File: src/rtl/mult_share_arbiter_if.sv
// mult_share_arbiter_if: requester, multiplier and response signals of the shared-multiplier arbiter
interface mult_share_arbiter_if #(
  parameter int NUM_REQ = 4,
  parameter int WIDTH   = 8,
  parameter int ID_W    = $clog2(NUM_REQ)
);
  logic [NUM_REQ-1:0]       req_valid;
  logic [NUM_REQ-1:0]       req_ready;
  logic [NUM_REQ*WIDTH-1:0] req_a;
  logic [NUM_REQ*WIDTH-1:0] req_b;
  logic [WIDTH-1:0]         mul_a;
  logic [WIDTH-1:0]         mul_b;
  logic [2*WIDTH-1:0]       mul_p;
  logic                     rsp_valid;
  logic                     rsp_ready;
  logic [ID_W-1:0]          rsp_id;
  logic [2*WIDTH-1:0]       rsp_data;
  logic                     busy;
  modport slave (
    input  req_valid, req_a, req_b, mul_p, rsp_ready,
    output req_ready, mul_a, mul_b, rsp_valid, rsp_id, rsp_data, busy
  );
  modport master (
    output req_valid, req_a, req_b, mul_p, rsp_ready,
    input  req_ready, mul_a, mul_b, rsp_valid, rsp_id, rsp_data, busy
  );
endinterface

File: src/rtl/mult_share_arbiter.sv
// mult_share_arbiter: round-robin sharing of one pipelined multiplier with credit-protected result FIFO
module mult_share_arbiter #(
  parameter int NUM_REQ    = 4,
  parameter int WIDTH      = 8,
  parameter int MUL_LAT    = 2,
  parameter int FIFO_DEPTH = 4,
  parameter int ID_W       = $clog2(NUM_REQ)
) (
  input logic clk,
  input logic reset_n,
  mult_share_arbiter_if.slave bus
);
  localparam int PW = (FIFO_DEPTH > 1) ? $clog2(FIFO_DEPTH) : 1;
  localparam int CW = $clog2(FIFO_DEPTH + 1);
  logic [ID_W-1:0]    r_rr_ptr;
  logic [MUL_LAT-1:0] r_sv;
  logic [ID_W-1:0]    r_sid [MUL_LAT];
  logic [ID_W-1:0]    r_mem_id [FIFO_DEPTH];
  logic [2*WIDTH-1:0] r_mem_data [FIFO_DEPTH];
  logic [PW-1:0]      r_wp;
  logic [PW-1:0]      r_rp;
  logic [CW-1:0]      r_cnt;
  logic               w_credit;
  logic               w_issue;
  logic               w_push;
  logic               w_pop;
  logic [ID_W-1:0]    w_gnt;
  logic [ID_W-1:0]    w_idx;
  // a slot is free only if neither queued nor in-flight results already claim it; no grants while in reset
  assign w_credit = reset_n && ((int'(r_cnt) + $countones(r_sv)) < FIFO_DEPTH);
  // round-robin search upward from r_rr_ptr; smallest offset is assigned last so it wins
  always_comb begin
    w_issue = 1'b0;
    w_gnt   = '0;
    w_idx   = '0;
    for (int k = NUM_REQ - 1; k >= 0; k--) begin
      w_idx = ID_W'((int'(r_rr_ptr) + k) % NUM_REQ);
      if (w_credit && bus.req_valid[w_idx]) begin
        w_issue = 1'b1;
        w_gnt   = w_idx;
      end
    end
  end
  assign bus.req_ready = w_issue ? (NUM_REQ'(1) << w_gnt) : '0;
  assign bus.mul_a     = w_issue ? bus.req_a[w_gnt*WIDTH +: WIDTH] : '0;
  assign bus.mul_b     = w_issue ? bus.req_b[w_gnt*WIDTH +: WIDTH] : '0;
  assign w_push        = r_sv[MUL_LAT-1];
  assign w_pop         = bus.rsp_valid && bus.rsp_ready;
  assign bus.rsp_valid = (r_cnt != '0);
  assign bus.rsp_id    = bus.rsp_valid ? r_mem_id[r_rp] : '0;
  assign bus.rsp_data  = bus.rsp_valid ? r_mem_data[r_rp] : '0;
  assign bus.busy      = (|r_sv) || bus.rsp_valid;
  // pointer, shadow pipeline tracking the multiplier, and FIFO occupancy
  always_ff @(posedge clk or negedge reset_n) begin
    if (!reset_n) begin
      r_rr_ptr <= '0;
      r_sv     <= '0;
      for (int k = 0; k < MUL_LAT; k++) r_sid[k] <= '0;
      r_wp     <= '0;
      r_rp     <= '0;
      r_cnt    <= '0;
    end else begin
      if (w_issue) r_rr_ptr <= (w_gnt == ID_W'(NUM_REQ - 1)) ? '0 : w_gnt + 1'b1;
      r_sv[0]  <= w_issue;
      r_sid[0] <= w_gnt;
      for (int k = 1; k < MUL_LAT; k++) begin
        r_sv[k]  <= r_sv[k-1];
        r_sid[k] <= r_sid[k-1];
      end
      if (w_push) r_wp <= (r_wp == PW'(FIFO_DEPTH - 1)) ? '0 : r_wp + 1'b1;
      if (w_pop) r_rp <= (r_rp == PW'(FIFO_DEPTH - 1)) ? '0 : r_rp + 1'b1;
      r_cnt <= r_cnt + CW'(w_push) - CW'(w_pop);
    end
  end
  // result storage needs no reset: entries are only read while r_cnt says they hold data
  always_ff @(posedge clk) begin
    if (w_push) begin
      r_mem_id[r_wp]   <= r_sid[MUL_LAT-1];
      r_mem_data[r_wp] <= bus.mul_p;
    end
  end
  a_no_overflow: assert property (@(posedge clk) disable iff (!reset_n) w_push |-> (int'(r_cnt) < FIFO_DEPTH));
endmodule

File: src/flat_wrapper.sv
// flat-port wrapper written by rule: the top's interface ports become plain ports
module mult_share_arbiter_flat 
#(
  parameter int NUM_REQ    = 4,
  parameter int WIDTH      = 8,
  parameter int MUL_LAT    = 2,
  parameter int FIFO_DEPTH = 4,
  parameter int ID_W       = $clog2(NUM_REQ)
)
  (clk, reset_n, bus_req_valid, bus_req_a, bus_req_b, bus_mul_p, bus_rsp_ready, bus_req_ready, bus_mul_a, bus_mul_b, bus_rsp_valid, bus_rsp_id, bus_rsp_data, bus_busy);
  mult_share_arbiter_if #(.NUM_REQ(NUM_REQ), .WIDTH(WIDTH), .ID_W(ID_W)) bus_i ();
  input logic clk;
  input logic reset_n;
  input wire logic [$bits(bus_i.req_valid)-1:0] bus_req_valid;
  input wire logic [$bits(bus_i.req_a)-1:0] bus_req_a;
  input wire logic [$bits(bus_i.req_b)-1:0] bus_req_b;
  input wire logic [$bits(bus_i.mul_p)-1:0] bus_mul_p;
  input wire logic [$bits(bus_i.rsp_ready)-1:0] bus_rsp_ready;
  output wire logic [$bits(bus_i.req_ready)-1:0] bus_req_ready;
  output wire logic [$bits(bus_i.mul_a)-1:0] bus_mul_a;
  output wire logic [$bits(bus_i.mul_b)-1:0] bus_mul_b;
  output wire logic [$bits(bus_i.rsp_valid)-1:0] bus_rsp_valid;
  output wire logic [$bits(bus_i.rsp_id)-1:0] bus_rsp_id;
  output wire logic [$bits(bus_i.rsp_data)-1:0] bus_rsp_data;
  output wire logic [$bits(bus_i.busy)-1:0] bus_busy;
  assign bus_i.req_valid = bus_req_valid;
  assign bus_i.req_a = bus_req_a;
  assign bus_i.req_b = bus_req_b;
  assign bus_i.mul_p = bus_mul_p;
  assign bus_i.rsp_ready = bus_rsp_ready;
  assign bus_req_ready = bus_i.req_ready;
  assign bus_mul_a = bus_i.mul_a;
  assign bus_mul_b = bus_i.mul_b;
  assign bus_rsp_valid = bus_i.rsp_valid;
  assign bus_rsp_id = bus_i.rsp_id;
  assign bus_rsp_data = bus_i.rsp_data;
  assign bus_busy = bus_i.busy;
  mult_share_arbiter #(.NUM_REQ(NUM_REQ), .WIDTH(WIDTH), .MUL_LAT(MUL_LAT), .FIFO_DEPTH(FIFO_DEPTH), .ID_W(ID_W)) u_core (.clk(clk), .reset_n(reset_n), .bus(bus_i));
endmodule
File: config.mk
export PLATFORM = sky130hd
export DESIGN_NAME = mult_share_arbiter_flat
export DESIGN_NICKNAME = d
export VERILOG_FILES = /design/src/rtl/mult_share_arbiter_if.sv /design/src/rtl/mult_share_arbiter.sv /design/src/flat_wrapper.sv
export SDC_FILE = /design/constraint.sdc
export NUM_CORES = 1
export LEC_CHECK = 0
export CORE_MARGIN = 2
export CORE_UTILIZATION = 40
export CTS_CLUSTER_SIZE = 30
export DETAILED_ROUTE_END_ITERATION = 8
export GPL_ROUTABILITY_DRIVEN = 0
export GPL_TIMING_DRIVEN = 0
export PLACE_DENSITY = 0.73
export SYNTH_ARGS = -nofsm -noshare
export SYNTH_HDL_FRONTEND = slang
export SYNTH_SLANG_ARGS = --single-unit
File: constraint.sdc
create_clock -name clk -period 2.6 [get_ports clk]
set_input_delay 0.52 -clock clk [delete_from_list [all_inputs] [get_ports clk]]
set_output_delay 0.52 -clock clk [all_outputs]
set_load 0.005 [all_outputs]
==> key figures <==
Floorplanning
  – Initial Utilization: 0.4128
  – Core footprint: 0.009819 mm^2
  – Die W: 104.7 um
  – Total die area: 0.01096 mm^2
  – Die H: roughly 100 um
  – I/O pins: roughly 130
  – Row count: 36

Finish
  – Finished Cell Area: 0.006290 mm^2
  – Ant. Diodes: 0
  – Share of layout cells above drive strength 1: 0.3541
  – # fillers: 775
  – Non-Filler Instances: 551
  – Most frequent cells in the layout: clkdlybuf4s50_1 (87), edfxtp_1 (72), mux2i_1 (22)
  – Area Growth Syn to Fin: 55.15%
  – Nets: 515
  – Util after Layout: 0.6405
  – Commonest non-fill, non-tap cell in the layout: clkdlybuf4s50_1

Global routing
  – GR peak layer: met2
  – GR Util met1: 0.1981
  – Initial antenna violation count: 0
  – First-pass GRT wire length: 15.30 mm
  – Grt ovf: 0
  – Tot GR Track Use: 0.1836
  – Vias in the first global route: 3012
  – GR Layer Usage met3: 0.05926
  – Largest net degree at the start of global routing: 19
  – Met2 Usage GRT: 0.3361

Timing
  – Final period utilization: 1.063
  – Final min period: roughly 2800 ps
  – Final Hold Viols: 0
  – Skew final: 7.522 ps
  – Hold_ws: 192.2 ps
  – Least-Margin Pin Slew: 1001 ps
  – # setup viols final: 20
  – Max Freq: 361.9 MHz
  – Slew Limit Fails: 0
  – RSZ-0062 raised after global routing: yes
  – Worst rel slew slack: 0.3329
  – Final worst slack: -163.3 ps
  – Setup TNS: -2309 ps

Placement
  – DPL Wire Length: 6.560 mm
  – DP Area: 0.005482 mm^2
  – IO Port Bufs: 126
  – Placed cells: 510

Logic synthesis
  – Synth Net Count: 353
  – Post-synthesis cell count: 251
  – Post-synthesis simple-gate area fraction: 0.06296
  – Mux share of post-synthesis cell area: 0.1846
  – Avg Synthesized Cell Area: 16.15 um^2
  – Synth unique cells: 29
  – Synth Area in Adders: 0.04815
  – Largest family of logic cells by synthesized area: multiplexers
  – Flops & latches, synth: just under 90
  – Compound-Gate Fraction of Synth Area: 0.04383
  – Synthesized cell area: 0.004054 mm^2
  – Synth Area in XOR/XNOR: 0.004321
  – Seq/Total Area, Yosys: 0.6259
  – Ys Warns: 0

Setup path
  – Buf+Inv Stages, Crit Path: 3
  – WP data required: 2080 ps
  – R2R depth: 12
  – Max incr delay on CP: 430 ps
  – Crit path max fanout: 6
  – Cells along the critical path: ha_4, ha_4, nand3_2, nand3_4, buf_6, a21oi_4, nand2_4, buf_8, o22ai_4, buf_2
  – R2R Setup Slk: 30 ps
  – Crit Path Category: flip-flop to primary output
  – CP most frequent cell: ha_4
  – Crit path arrival time: 2240 ps
  – RR Endpoint: u_core.r_cnt[2]
  – Crit. End Element: primary output
  – Crit start category: flip-flop
  – R2r startpoint: u_core.r_cnt[2]
  – Slowest cell on crit path: dfrtp_1
  – Top delay family on crit path: buffers and inverters

Status
  – Failing checks: negative setup slack
  – Status: complete, but fails checks

CTS
  – Cts bufs inserted: 9
  – TritonCTS clock tree: done
  – H-Tree Depth: 3
  – Clk_lat worst skew: 350 ps
  – Max Buffers Root-to-Sink: 2
  – Root Buffer: clkbuf_8
  – Hold-fix buffers, CTS: 0
  – Clock sink count: 87
  – Clk pin slew, worst setup/hold paths: 80 ps

Job
  – MaxCap Viol Count: 0

Pwr
  – Net switching power: around 1.8 mW
  – Worst VDD drop: 432.0 uV
  – Clock power frac: 0.149
  – Switching part of the total: 0.3160
  – Leak: 2.391 nW
  – Pint: approximately 3.9 mW
  – Sequential Power Share: 0.342
  – Comb power frac: 0.509
  – Pwr dens: 896.3 mW/mm^2

Drt
  – Vias: 2793
  – Number of detailed-route iterations in the first pass: 4
  – # DRC: 0
  – DR iter-0 viols: 78
  – Via/cell ratio: between 5 and 6
  – Post-Route WL: 9.716 mm
  – Remaining antenna violation count: 0
  – Routed WL per cell: 17.63 um

Worst hold path
  – HP Class: input port to asynchronous set/reset pin
## registers in the layout (all words and copies together) (netlist names)
register	cells
u_core.r_mem_id	8
u_core.r_cnt	3
u_core.r_wp	2
u_core.r_mem_data	64
u_core.r_sid	4
u_core.r_rr_ptr	2
u_core.r_sv	2
u_core.r_rp	2
## synthesized netlist by cell type
library cell	count	share of area
o22ai_1	16	0.025
buf_6	3	0.0083
mux2_2	2	0.0056
edfxtp_1	72	0.53
mux2i_1	32	0.079
or3_1	1	0.0015
nand2_1	6	0.0056
xnor2_1	2	0.0043
buf_2	5	0.0062
buf_4	1	0.0019
a21boi_0	1	0.0019
dfrtp_1	15	0.093
a21oi_1	2	0.0025
o32ai_1	1	0.0022
nand3_1	2	0.0025
o21ai_0	2	0.0025
and2_1	26	0.040
o21a_1	1	0.0019
fa_1	1	0.0049
a21o_1	1	0.0019
inv_1	12	0.011
nor2_1	5	0.0046
ha_1	14	0.043
nor3_1	2	0.0025
a311oi_4	1	0.0065
mux4_2	18	0.10
nand2b_1	3	0.0046
clkbuf_1	3	0.0028
or2_2	1	0.0015
## worst register-to-register path, stage by stage (launching register included)
cell and delay, ps:
dfrtp_1 440, nor3_1 320, inv_1 100, clkbuf_2 210, nand2_1 170, inv_1 60, ha_1 280, inv_1 60
ha_1 140, inv_1 50, fa_1 370, xnor2_1 140, xnor2_1 130
## repair_timing
item | CTS | global route
setup buffers | 22 | 1
pin swaps | 22 | 6
gates cloned | 4 | 0
gates resized for setup | 201 | 14
endpoints found under the setup margin | 40 | 33
## power groups by stage
| stage | Combinational, mW | Sequential, mW | Clock, mW |
|---|---|---|---|
| after global routing | 3.10 | 1.96 | 0.920 |
| after detailed placement | 2.27 | 1.93 | 0 |
| final | 2.87 | 1.93 | 0.840 |
| after global placement | 2.22 | 1.91 | 0 |
| after floorplan | 1.26 | 1.89 | 0 |
| after CTS | 2.82 | 1.93 | 0.870 |
## how the worst max path moves through the flow
stage,end,from,depth (start not counted)
detailed placement,bus_mul_a[4],reset_n,7
floorplan,bus_req_ready[2],u_core.r_sv[1],10
CTS,bus_mul_a[4],u_core.r_sv[1],10
finish,bus_mul_a[5],u_core.r_sv[0],10
global route,bus_mul_a[5],u_core.r_sv[0],10
global placement,bus_mul_a[4],reset_n,7
## logic make-up after synthesis
group,count (synthesis)
AO/OA/AOI/OAI,25
AND/OR/NAND/NOR,46
XOR/XNOR,2
buffers and inverters,24
multiplexers,52
adder cells (fa/ha/maj),15
flip-flops,87
## layout make-up
type                       instances  area (um^2)  area share
multi-input combinational        140         1737      0.2761
buffer                            11        145.1     0.02308
inverter                          12        50.05    0.007957
timing repair buffer             152         1473      0.2341
clock inverter                     7        55.05    0.008753
clock buffer                       9        123.9     0.01969
tap                              133        166.4     0.02646
sequential                        87         2540      0.4038
## per-stage QoR
stage	total power, mW	setup slack, ps
after floorplan	3.152	121.1
after global placement	4.132	-1512
after detailed placement	4.199	-1545
after CTS	5.615	-171.5
after global routing	5.978	-264.3
final	5.637	-163.3
## metal layers
layer	wire [um]	part of all wire	vias to the layer above
li1	-	-	1286
met5	0	0	-
met3	743	0.076	18
met2	5107	0.53	124
met4	257	0.026	0
met1	3608	0.37	1365
(Power assumes the default switching activity.)
